[src/rtl/fetch_controller.sv]
// Instruction fetch controller: issues one instruction-memory request at a time,
// holds the returned word for decode, and handles redirects, flushes and halt.
module fetch_controller #(
  parameter logic [31:0] RESET_PC = 32'h0000_0000
) (
  input  logic        clock,
  input  logic        reset,
  input  logic        redirect_valid,
  input  logic [31:0] redirect_target,
  input  logic        is_halt,
  input  logic        stall,
  output logic        imem_req_valid,
  output logic [31:0] imem_req_addr,
  input  logic        imem_req_ready,
  input  logic        imem_resp_valid,
  input  logic [31:0] imem_resp_data,
  output logic        instr_valid,
  output logic [31:0] instr,
  output logic [31:0] instr_pc,
  output logic        halted
);

  typedef enum logic [2:0] {
    StIdle,
    StReq,
    StWait,
    StHold,
    StHalt
  } state_e;

  state_e      state_q, state_d;
  logic [31:0] pc_q, pc_d;
  logic [31:0] instr_q, instr_d;
  logic [31:0] instr_pc_q, instr_pc_d;
  logic        drop_q, drop_d;

  logic        req_fire;
  logic [31:0] redirect_pc;
  // Low target bits are forced to zero; keep them visibly consumed.
  logic        unused_redirect_lsbs;

  assign redirect_pc          = {redirect_target[31:2], 2'b00};
  assign req_fire             = imem_req_valid && imem_req_ready;
  assign unused_redirect_lsbs = ^redirect_target[1:0];

  // State register: FSM state, fetch pc, drop flag and held instruction.
  always_ff @(posedge clock or posedge reset) begin
    if (reset) begin
      state_q    <= StIdle;
      pc_q       <= RESET_PC;
      drop_q     <= 1'b0;
      instr_q    <= 32'h0000_0000;
      instr_pc_q <= 32'h0000_0000;
    end else begin
      state_q    <= state_d;
      pc_q       <= pc_d;
      drop_q     <= drop_d;
      instr_q    <= instr_d;
      instr_pc_q <= instr_pc_d;
    end
  end

  // Next-state logic: sequencing, response capture/discard and pc update.
  always_comb begin
    state_d    = state_q;
    pc_d       = pc_q;
    drop_d     = drop_q;
    instr_d    = instr_q;
    instr_pc_d = instr_pc_q;

    unique case (state_q)
      StIdle: state_d = StReq;
      StReq: begin
        if (is_halt) begin
          state_d = StHalt;
        end else if (req_fire) begin
          // A redirect racing the handshake makes the in-flight word stale.
          state_d = StWait;
          drop_d  = redirect_valid;
        end
      end
      StWait: begin
        if (imem_resp_valid) begin
          if (drop_q || redirect_valid) begin
            drop_d  = 1'b0;
            state_d = StReq;
          end else begin
            instr_d    = imem_resp_data;
            instr_pc_d = pc_q;
            pc_d       = pc_q + 32'd4;
            state_d    = StHold;
          end
        end else if (redirect_valid) begin
          drop_d = 1'b1;
        end
      end
      StHold: begin
        // Redirect flushes the held word even when decode is stalled.
        if (redirect_valid || !stall) begin
          state_d = StReq;
        end
      end
      StHalt: state_d = StHalt;
      default: state_d = StIdle;
    endcase

    // Redirect wins over the sequential pc+4 update.
    if (redirect_valid && (state_q != StHalt)) begin
      pc_d = redirect_pc;
    end
  end

  // Output logic: request and decode-side signals decoded from state.
  always_comb begin
    imem_req_valid = (state_q == StReq) && !is_halt;
    imem_req_addr  = pc_q;
    instr_valid    = (state_q == StHold);
    instr          = instr_q;
    instr_pc       = instr_pc_q;
    halted         = (state_q == StHalt);
  end

endmodule
[config.mk]
export PLATFORM = sky130hd
export DESIGN_NAME = fetch_controller
export DESIGN_NICKNAME = d
export VERILOG_FILES = /design/src/rtl/fetch_controller.sv
export SDC_FILE = /design/constraint.sdc
export NUM_CORES = 1
export LEC_CHECK = 0
export BUFFER_PORTS_ARGS = -buffer_cell sky130_fd_sc_hd__buf_2
export CAP_MARGIN = 20
export CELL_PAD_IN_SITES_DETAIL_PLACEMENT = 1
export CELL_PAD_IN_SITES_GLOBAL_PLACEMENT = 1
export CORE_MARGIN = 2
export CORE_UTILIZATION = 32
export DETAILED_ROUTE_END_ITERATION = 12
export PLACE_DENSITY = 0.86
export SLEW_MARGIN = 0
export SYNTH_ARGS = -nofsm -noshare
export SYNTH_HDL_FRONTEND = slang
export SYNTH_SLANG_ARGS = --single-unit
[constraint.sdc]
create_clock -name clock -period 3.5 [get_ports clock]
set_input_delay 0.875 -clock clock [delete_from_list [all_inputs] [get_ports clock]]
set_output_delay 0.875 -clock clock [all_outputs]
set_load 0.05 [all_outputs]
==> impl_metrics.toml <==
[status]
status = "complete, no violations"

[layout]
areaGrowthSynthToFinish_pct = 30.1
finish.utilization_pct = 42.6
diodes = 0
drive_above_1_share_pct = 29.7
nets = 721
fin_area_um2 = 5620
final_cell_count_no_fill = 829

[grt]
grt-ovfl-total = 0
grt_pass1_vias = 4091
grt_max_degree = 78
grt_pass1_wl_um = 21600
grt_usage_pct = 19.1
antenna_found_initial = 0

[sta]
fin_crit_sh_pct = 74.0
setup-tns-final_ps = 0
drv_slew = 0
max_slew_margin_pct = 65.4
finalWorstSetupSlack_ps = 909
setup_violations = 0
fin_crit_ps = 2590
skew_ps = 7.75
tightest_slew_ps = 517
fmax_ghz = 0.386
hold_violations = 0
rsz0062_at_grt = "false"
whs_ps = 427

[clock_network]
cts_setup_buffers = 0
cts_buffers = 9
cts.clk_slew.worst_paths_ps = 60
cts.sinks = 96
htreeDepth = 3
cts_root_buffer = "clkbuf_16"
clk_latency_ps = 340
cts_tree = "built"
clockBufferDepth = 2
cts_resized = 0
cts_hold_buf = 0

[power]
p_switching_mw = 3.01
p_comb_share_pct = 50.0
internal-power_mw = 2.70
p_seq_share_pct = 33.9
power_density_nw_per_um2 = 1010
finalPower_mw = 5.70
power_frac_clock_pct = 16.0
p_leak_nw = 2.94
max-vdd-ir-drop_v = 0.000388
switching_share_pct = 52.7

[synthesis]
synth.most_common_cell = "nand2_1"
synth_edf_count = 0
synthXorXnorAreaFrac_pct = 2.84
synthAdderAreaFrac_pct = 0.290
yosys_most_used_dff = "dfrtp_1"
yosysWarnings = 0
async_flop_share_pct = 100
synth_common_cells = "nand2_1 (211), dfrtp_1 (96), nor2_1 (18), nor3_1 (17), o21ai_0 (16)"
yosysSeqAreaShare_pct = 55.6
synth_top_family_by_area = "simple AND/OR/NAND/NOR gates"
synth_area_um2 = 4320
synth_top_area_share_pct = 55.6
synth-compound-area-share_pct = 7.82
synth_top_area_cell = "dfrtp_1"
avgSynthCellArea_um2 = 8.84
yosys.area_share.simple_pct = 29.5
synth_area_leaders = "dfrtp_1 (56%), nand2_1 (18%), xnor2_1 (2.4%)"
syn_inst = 489
ys_types = 47
ys_seq_elements = 96
synth_mux_area_share_pct = 0.724

[detailed_routing]
vias = 4001
avgRoutedWirePerCell_um = 16.3
drt_iter0_drc = 161
drc = 0
drt_first_pass_iters = 4
drt-total-wl_um = 13600
ant_nets = 0
via_per_inst = 4.83

[place]
place_ws_ps = 557
placed_cells = 813
dp_hpwl_um = 10100
port_buffers = 163
gp_congestion = 0.823
place_area_um2 = 5330

[worst_setup_path]
rrSetupSlack_ps = 950
reg2reg_to = "imem_req_addr[22]"
worstRegToRegCells = 6
start_kind = "input port"
endpoint_kind = "flip-flop"
cp.required_ps = 3730
crit_type = "input port to flip-flop"
critPathArrivalTime_ps = 2820
r2r-start = "imem_req_addr[2]"
startpoint = "redirect_valid"
endpoint = "imem_req_addr[28]"
crit_path_max_fanout = 6

[die]
fp.coreArea_um2 = 13200
dieArea_um2 = 14400
die_w_um = 120
start_util_pct = 32.8
die_h_um = 120
rows = 42
io_pins = 170

[worst_hold_path]
hp-class = "input port to async pin"

[job]
drv_cap = 0
## critical path, cell delays in order
cell,delay [ps]
buf_2,140
or3b_2,510
or4_1,650
o311a_1,370
a211o_1,260
## power groups by stage
stage / combinational (mW) / clock (mW) / sequential [mW]
3_3_place_gp: 2.80 / 0 / 1.91
6_report: 2.85 / 0.915 / 1.94
3_5_place_dp: 2.87 / 0 / 1.95
2_1_floorplan: 0.638 / 0 / 3.38
4_1_cts: 2.88 / 0.944 / 1.94
5_1_grt: 3.02 / 0.987 / 2.01
## metal layers
metal  GRT usage (%)  routed length (um)
met1            24.0                5730
met2            33.0                6930
met3            3.40                 685
met4            6.62                 211
met5               0                   0
## flip-flops by register name, indices dropped and copies added, names as in the netlist
name	count
instr	32
state_q	3
instr_pc	30
imem_req_addr	30
drop_q	1
## layout by cell type, fill, tap and decap left out, drive strengths merged, types with 3 or more instances in the layout
master / Yosys / final
and4: 6 / 6
nand3: 12 / 12
buf: 12 / 172
nor3: 17 / 17
nand4: 6 / 6
o211ai: 3 / 3
dfrtp: 96 / 96
a22oi: 3 / 3
xnor2: 12 / 12
nor4: 5 / 5
inv: 5 / 5
nand2: 211 / 211
or4: 4 / 4
a211oi: 7 / 7
clkbuf: 14 / 15
nor3b: 3 / 3
a21oi: 4 / 4
o21ai: 16 / 16
nor2: 18 / 18
conb: 1 / 4
## worst min path at each step
stage | slack (ps) | cells past startpoint | startpoint | end
2_1_floorplan | 490 | 1 | state_q[1] | state_q[2]
3_3_place_gp | 450 | 2 | instr_pc[12] | instr_pc[12]
3_5_place_dp | 460 | 2 | instr_pc[10] | instr_pc[10]
4_1_cts | 470 | 2 | instr_pc[10] | instr_pc[10]
5_1_grt | 430 | 2 | reset | instr_pc[7]
6_report | 430 | 2 | reset | imem_req_addr[8]
## area by class of cell
class	count	area [um2]
Multi-Input combinational cell	365	1810
Sequential cell	96	2400
Tap cell	176	220
Fill cell	1642	7570
Inverter	5	21.3
Timing Repair Buffer	172	903
Clock buffer	15	268
## cells by family after synthesis
group | count (synthesis)
other | 1
XOR/XNOR | 14
multiplexers | 3
flip-flops | 96
adder cells (fa/ha/maj) | 1
AND/OR/NAND/NOR | 294
buffers and inverters | 31
AO/OA/AOI/OAI | 49
Note: power is estimated with default switching activity, not from simulation.
